### config.mk
export PLATFORM = sky130hd
export DESIGN_NAME = conv1d_window_feeder
export DESIGN_NICKNAME = d
export VERILOG_FILES = /design/src/rtl/conv1d_window_feeder.sv
export SDC_FILE = /design/constraint.sdc
export NUM_CORES = 1
export LEC_CHECK = 0
export CAP_MARGIN = 20
export CORE_AREA = 2 2 105 107
export CTS_BUF_LIST = sky130_fd_sc_hd__clkbuf_8
export CTS_CLUSTER_DIAMETER = 50
export CTS_CLUSTER_SIZE = 8
export DETAILED_ROUTE_END_ITERATION = 7
export DIE_AREA = 0 0 107 109
export PLACE_DENSITY = 0.86
export SLEW_MARGIN = 25
export SYNTH_ARGS = -nofsm -noshare
export SYNTH_HDL_FRONTEND = slang
export SYNTH_SLANG_ARGS = --single-unit
### constraint.sdc
create_clock -name clk -period 4.35 [get_ports clk]
set_input_delay 0.6525 -clock clk [delete_from_list [all_inputs] [get_ports clk]]
set_output_delay 0.6525 -clock clk [all_outputs]
set_load 0.01 [all_outputs]
### src/rtl/conv1d_window_feeder.sv
// Sliding-window and weight-table feeder for the Conv1D PE group.
// Streams Para_Deg lanes of one tap per cycle, then slides by Para_Deg.
module conv1d_window_feeder #(
  parameter int Data_Width  = 8,
  parameter int Para_Deg    = 3,
  parameter int Kernel_Size = 3
) (
  input  logic                             clk,
  input  logic                             reset,
  input  logic                             clear,
  input  logic                             w_wr_en,
  input  logic [$clog2(Kernel_Size)-1:0]   w_wr_addr,
  input  logic [Data_Width-1:0]            w_wr_data,
  input  logic                             in_valid,
  output logic                             in_ready,
  input  logic [Data_Width-1:0]            in_data,
  output logic [Para_Deg*Data_Width-1:0]   data0,
  output logic [Para_Deg*Data_Width-1:0]   data1,
  output logic                             Initial_Accumulate,
  output logic                             pe_valid,
  output logic                             group_done
);

  localparam int W  = Para_Deg + Kernel_Size - 1;
  localparam int CW = $clog2(W + 1);
  localparam int KW = $clog2(Kernel_Size);
  localparam int SW = $clog2(Para_Deg + 1);

  typedef enum logic [1:0] {FILL, COMPUTE, DONE, SHIFT} state_t;

  state_t                        state, state_d;
  logic [CW-1:0]                 count, count_d;
  logic [KW-1:0]                 k, k_d, tap;
  logic [SW-1:0]                 scnt, scnt_d;
  logic [Data_Width-1:0]         win [W];
  logic [Data_Width-1:0]         win_d [W];
  logic [Data_Width-1:0]         wt [Kernel_Size];
  logic [Data_Width-1:0]         wt_d [Kernel_Size];
  logic [Para_Deg*Data_Width-1:0] d0_d, d1_d;
  logic                          ia_d, pv_d, gd_d;
  logic                          accept, load, last_fill, last_shift, last_tap;

  assign in_ready   = (state == FILL) || (state == SHIFT);
  assign accept     = in_valid && in_ready && !clear;
  assign last_fill  = accept && (state == FILL) &&
                      (count == CW'(W - 1));
  assign last_shift = accept && (state == SHIFT) &&
                      (scnt == SW'(Para_Deg - 1));
  assign last_tap   = (k == KW'(Kernel_Size - 1));

  // State register
  always_ff @(posedge clk or posedge reset) begin
    if (reset) state <= FILL;
    else       state <= state_d;
  end

  // Next-state: clear always wins and returns to FILL
  always_comb begin
    state_d = state;
    if (clear) begin
      state_d = FILL;
    end else begin
      unique case (state)
        FILL:    if (last_fill)  state_d = COMPUTE;
        COMPUTE: if (last_tap)   state_d = DONE;
        DONE:                    state_d = SHIFT;
        SHIFT:   if (last_shift) state_d = COMPUTE;
        default:                 state_d = FILL;
      endcase
    end
  end

  // Output/datapath next values; taps load from the post-update
  // window and weights so a same-edge write/sample is seen at tap 0
  always_comb begin
    win_d   = win;
    wt_d    = wt;
    count_d = count;
    k_d     = k;
    scnt_d  = scnt;
    d0_d    = data0;
    d1_d    = data1;
    ia_d    = 1'b0;
    pv_d    = 1'b0;
    gd_d    = 1'b0;
    load    = 1'b0;
    tap     = '0;
    if (clear) begin
      count_d = '0;
      k_d     = '0;
      scnt_d  = '0;
    end else begin
      if (accept) begin
        for (int i = 0; i < W - 1; i++) win_d[i] = win[i+1];
        win_d[W-1] = in_data;
      end
      if (in_ready && w_wr_en && (32'(w_wr_addr) < Kernel_Size))
        wt_d[w_wr_addr] = w_wr_data;
      unique case (state)
        FILL: begin
          if (accept) count_d = count + 1'b1;
          if (last_fill) begin
            load = 1'b1;
            k_d  = '0;
          end
        end
        SHIFT: begin
          if (last_shift) begin
            scnt_d = '0;
            load   = 1'b1;
            k_d    = '0;
          end else if (accept) begin
            scnt_d = scnt + 1'b1;
          end
        end
        COMPUTE: begin
          if (last_tap) begin
            gd_d = 1'b1;
          end else begin
            k_d  = k + 1'b1;
            tap  = k + 1'b1;
            load = 1'b1;
          end
        end
        DONE: begin
          scnt_d = '0;
          k_d    = '0;
        end
        default: ;
      endcase
      if (load) begin
        pv_d = 1'b1;
        ia_d = (tap == '0);
        for (int i = 0; i < Para_Deg; i++) begin
          d0_d[i*Data_Width +: Data_Width] = win_d[i + int'(tap)];
          d1_d[i*Data_Width +: Data_Width] = wt_d[tap];
        end
      end
    end
  end

  // Datapath and registered outputs
  always_ff @(posedge clk or posedge reset) begin
    if (reset) begin
      count              <= '0;
      k                  <= '0;
      scnt               <= '0;
      data0              <= '0;
      data1              <= '0;
      Initial_Accumulate <= 1'b0;
      pe_valid           <= 1'b0;
      group_done         <= 1'b0;
      for (int i = 0; i < W; i++) win[i] <= '0;
      for (int i = 0; i < Kernel_Size; i++) wt[i] <= '0;
    end else begin
      count              <= count_d;
      k                  <= k_d;
      scnt               <= scnt_d;
      data0              <= d0_d;
      data1              <= d1_d;
      Initial_Accumulate <= ia_d;
      pe_valid           <= pv_d;
      group_done         <= gd_d;
      win                <= win_d;
      wt                 <= wt_d;
    end
  end

endmodule
# Word level (Yosys, flattened, before mapping)
# Index checks and enable logic that the tools add are counted.
# word_totals
regBits,124
out_inout_bits,52
# classes
n_addsub,5
n_lt_le_gt_ge,7
n_eq_ne,11
n_mux,51
n_bitwise,6
n_reduce_logical,21
# ops
op,count
greater-or-equal comparator 32 x 4 -> 1 bit (second input constant),3
two-way mux 40 bit,2
binary-select mux 8 bit (select 3 bit),3
two-way mux 8 bit,9
NOT 3 -> 32 bit,2
two-way mux 24 bit,2
NOT 2 -> 32 bit,1
two-way mux 2 bit,14
bitwise mux 24 bit,1
binary-select mux 8 bit (select 2 bit),1
demux 8 bit (select 2 bit),1
case mux 2 bit (4 select lines),2
inequality test 3 bit (second input constant),4
two-way mux 1 bit,11
logical AND 1 bit,9
two-way mux 3 bit,3
equality test 2 bit (second input constant),4
greater-or-equal comparator 3 bit (second input constant),2
NOT 2 -> 3 bit,2
AND reduction 2 bit,3
AND reduction 3 bit,2
adder 2 x 1 -> 2 bit (second input constant),2
zero test 2 bit,2
inequality test 4 bit (second input constant),1
other kinds (14),15

# Longest topological paths before layout
# depth
ltp_word,11
mapped_depth,12
mapped_depth_nobuf,9

# Worst setup path before layout
# OpenSTA, ideal clock, no wires.
# synth_path
kind,register to register
startpoint,register state[1]
endpoint,register data0[10]
setup_time_ns,0.134
arrival_ns,2.549
t_required_ns,4.216
setup_slack_ns,1.667
stages_incl_launch_ff,13
cell_sequence,dfrtp_1 -> inv_1 -> ha_1 -> nand2_1 -> clkbuf_1 -> clkbuf_1 -> ha_1 -> nor2b_1 -> clkbuf_1 -> and2_1 -> clkbuf_1 -> a221oi_1 -> a31oi_1
# synth_between
elab_chain_cells,10
word_cells_on_any_way,24
cone_classes,1 x add/sub; 2 x eq/ne; 11 x mux; 1 x bitwise; 9 x reduce/logical
# synth_rtl
element,line,text
start: declaration,31,"state_t state, state_d;"
start signal: assignment,54,else state <= state_d;
"parallel branches: the longest is 10 deep, another holds adder 1 x 2 -> 3 bit",n/a,
end signal: assignment,148,data0 <= '0;
end signal: assignment,159,data0 <= d0_d;
end: declaration,17,"output logic [Para_Deg*Data_Width-1:0] data0,"
# Several ways; the timed one is not identified. The select of a mux whose other input is x is not followed.
# A chain may end at the register's enable or synchronous reset.

# Worst setup path in the final report
# layout_path
startpoint,register state[1]
endpoint,register data0[13]
# Same word-level chain as after synthesis.

==> results by group <==
Global route
  – Congestion Overflow GR: 0
  – First-pass GRT wire length: about 23000 um
  – Vias in the first global route: 4444
  – Antenna violations before repair: 0
  – Gr usage total: 0.260
  – Largest net degree at the start of global routing: 60

Route
  – WL/cell: approximately 19 um
  – Final WL: between 10000 and 15000 um
  – Initial DRC count: 451
  – Vias per Instance: 6.14
  – 1st-pass router iterations: 5
  – Post-DRT Antenna Nets: 0
  – DR DRC count: 0
  – Via count: between 4000 and 5000

Power and ir drop
  – Switching Fraction: 0.396
  – Switch Pwr: approximately 0.0019 W
  – P_leak: 2.88 nW
  – PnR Total Power: approximately 0.0049 W
  – Total internal power: 0.00295 W
  – Clk pwr share: 0.161
  – Worst VDD drop: roughly 0.30 mV
  – Seq pwr share: 0.377
  – P per Cell Area: about 740 mW/mm^2
  – Gate power share: 0.462

STA
  – Setup Viol. Count Final: 0
  – Final TNS setup: 0 ps
  – Maximum clock frequency: between 200 and 300 MHz
  – RSZ-0062 raised after global routing: no
  – Slew headroom: 0.314
  – Slew @ Worst Pin: 1030 ps
  – Fin crit share: 0.832
  – Final setup skew: 8.57 ps
  – Pins Over Slew Limit: 0
  – Final hold viol count: 0
  – Period minus WS final: ~3600 ps

Yosys
  – Mean Syn Cell Area: roughly 9.7 um^2
  – Sequential share of the synthesized area: 0.480
  – Most numerous cell in the Yosys netlist: nand2_1
  – Synth warnings: 0
  – Flops & latches, synth: 108
  – Share of flip-flops with an asynchronous set or reset: 1.00
  – Post-synth EDFFs: 0
  – Synth unique cells: 51
  – Synth Instances: between 500 and 600
  – Synth top cells by count: nand2_1 (120), dfrtp_1 (108), o21ai_0 (25)
  – Largest area contributor in the netlist: dfrtp_1
  – Primary FF master, synth: dfrtp_1
  – Top cell type's share of synthesized area: 0.480
  – Ranking of synthesized cells by area: dfrtp_1 (48%), nand2_1 (8.0%), mux2_2 (4.8%)
  – Synthesized cell area: 0.00563 mm^2
  – Syn_nets: between 600 and 700

Critical path
  – WP data arrival: around 3900 ps
  – CP Launch Type: register
  – Worst Path Required: approximately 4600 ps
  – Largest fanout on the critical path: 26
  – WS Path Type: reg2reg
  – Worst Setup End Kind: register

Finish
  – Layout area overhead: 17.7%
  – Share of post-route cells with drive strength above 1: 0.0971
  – Final Non-Filler Cells: between 700 and 800
  – Antenna diodes: 0
  – # nets final: around 660

Die
  – Die Area: 0.0117 mm^2
  – I/O pin count: between 70 and 80
  – Die Width: 107 um
  – Initial core utilization: 0.531
  – Row count: 38
  – CORE AREA: around 0.011 mm^2
  – Die Height: roughly 110 um

CTS
  – H-tree depth: 3
  – Clk slew on worst S/H paths: roughly 100 ps
  – CTS Root Buffer Type: clkbuf_8
  – TritonCTS clock tree: done
  – CTS Hold Bufs: 0
  – Post-CTS setup buffer count: 0
  – Cts bufs inserted: 9
  – Post-cts resize count: 0
  – Clock sinks: between 100 and 150
  – Worst-Skew Late Latency: 380 ps
  – Clock buffer depth: 2

Place
  – Gpl congestion: around 0.99
  – DP HPWL: just under 10000 um
  – Port Buffers: 74
  – Cells after DPL: between 700 and 800

Worst hold path
  – HP Class: reg2reg

Flow run
  – Max-cap viol count: 0

Outcome
  – Outcome: finished, final reports clean
[power groups by stage]
| stage | clock (W) | sequential, W | combinational, W |
|---|---|---|---|
| CTS | 0.000791 | 0.00182 | 0.00224 |
| detailed placement | 0 | 0.00184 | 0.00223 |
| global route | 0.000835 | 0.00189 | 0.00245 |
| finish | 0.000787 | 0.00184 | 0.00226 |
| global placement | 0 | 0.00181 | 0.00216 |
| floorplan | 0 | 0.00179 | 0.00141 |
[logic make-up (layout without fill, tap and decap cells)]
| kind of cell | Yosys count | after routing | synth area share |
|---|---|---|---|
| muxes | 42 | 42 | 0.0800 |
| AOI/OAI and AO/OA | 133 | 133 | 0.173 |
| DFF | 108 | 108 | 0.480 |
| xor gates and xnor gates | 4 | 4 | 0.00755 |
| and+or+nand+nor | 208 | 208 | 0.169 |
| buffers and inverters | 72 | 121 | 0.0642 |
| adders and majority gates | 12 | 12 | 0.0267 |
[routing by layer]
metal | part of all wire | track usage | vias to the layer above
met5 | 0 | 0 | -
met2 | 0.46 | 0.404 | 239
met3 | 0.086 | 0.0508 | 30
met1 | 0.43 | 0.368 | 2311
met4 | 0.022 | 0.0900 | 0
li1 | - | - | 2132
[through the flow]
| stage | utilization | worst slack, ps | area, um^2 | hold WS (ps) |
|---|---|---|---|---|
| after detailed placement | 0.600 | 910 | 6360 | 471 |
| after CTS | 0.625 | 877 | 6620 | 492 |
| after global placement | 0.600 | 945 | 6360 | 458 |
| after global routing | 0.625 | 539 | 6630 | 513 |
| after floorplan | - | 852 | 5630 | 468 |
| final | 0.625 | 730 | 6630 | 485 |
[cells in the final DEF (no fill, tap or decap), types with 8 or more instances in the layout]
| master | Yosys | routed |
|---|---|---|
| mux2i_1 | 18 | 18 |
| o22ai_1 | 8 | 8 |
| a22oi_1 | 9 | 9 |
| nand3_1 | 21 | 21 |
| dfrtp_1 | 108 | 108 |
| nand2_1 | 120 | 120 |
| buf_4 | 17 | 12 |
| o21a_1 | 8 | 8 |
| nor3_1 | 11 | 11 |
| o21ai_0 | 25 | 25 |
| a221oi_1 | 16 | 16 |
| mux2_2 | 24 | 24 |
| clkdlybuf4s50_1 | 0 | 74 |
| o32a_1 | 8 | 8 |
| inv_1 | 16 | 17 |
| ha_1 | 12 | 12 |
| or3_1 | 8 | 8 |
| a21o_1 | 17 | 17 |
| a31oi_1 | 8 | 8 |
| nor2_1 | 22 | 22 |
| clkbuf_8 | 0 | 10 |
| a211oi_1 | 8 | 8 |
| o221ai_1 | 16 | 16 |
[area by class of cell]
type	count	area, um^2
Clock inverter	6	128
Tap cell	140	175
Sequential cell	108	2700
Clock buffer	10	138
Timing Repair Buffer	86	831
Multi-Input combinational cell	399	2580
Inverter	19	73.8
Fill cell	827	3980
[worst max-delay path, stage by stage (launching register included)]
cell      delay, ps
dfrtp_1         410
inv_1           100
ha_1            390
nand2_1         420
clkinv_1        710
ha_1            490
nand3b_1        380
nor2_1          100
a221oi_1        320
a31oi_1         130
[state kept, by name, indices dropped and copies added (netlist names)]
name and cells:
Initial_Accumulate 1, count 3, data0 24, data1 8, group_done 1, k 2, pe_valid 1, scnt 2
state 2, win 40, wt 24
[final timing paths]
kind                               start        end  slack, ps  cells past startpoint
max in group asynchronous          reset   data0[1]       2760                      3
min in group asynchronous          reset   count[1]        710                      2
worst max register to register  state[1]  data0[13]        730                      9
worst max-delay path            state[1]  data0[13]        730                      9
worst min-delay path            data0[6]   data0[6]        490                      1
worst min register to register  data0[6]   data0[6]        490                      1
(Power assumes the default switching activity.)
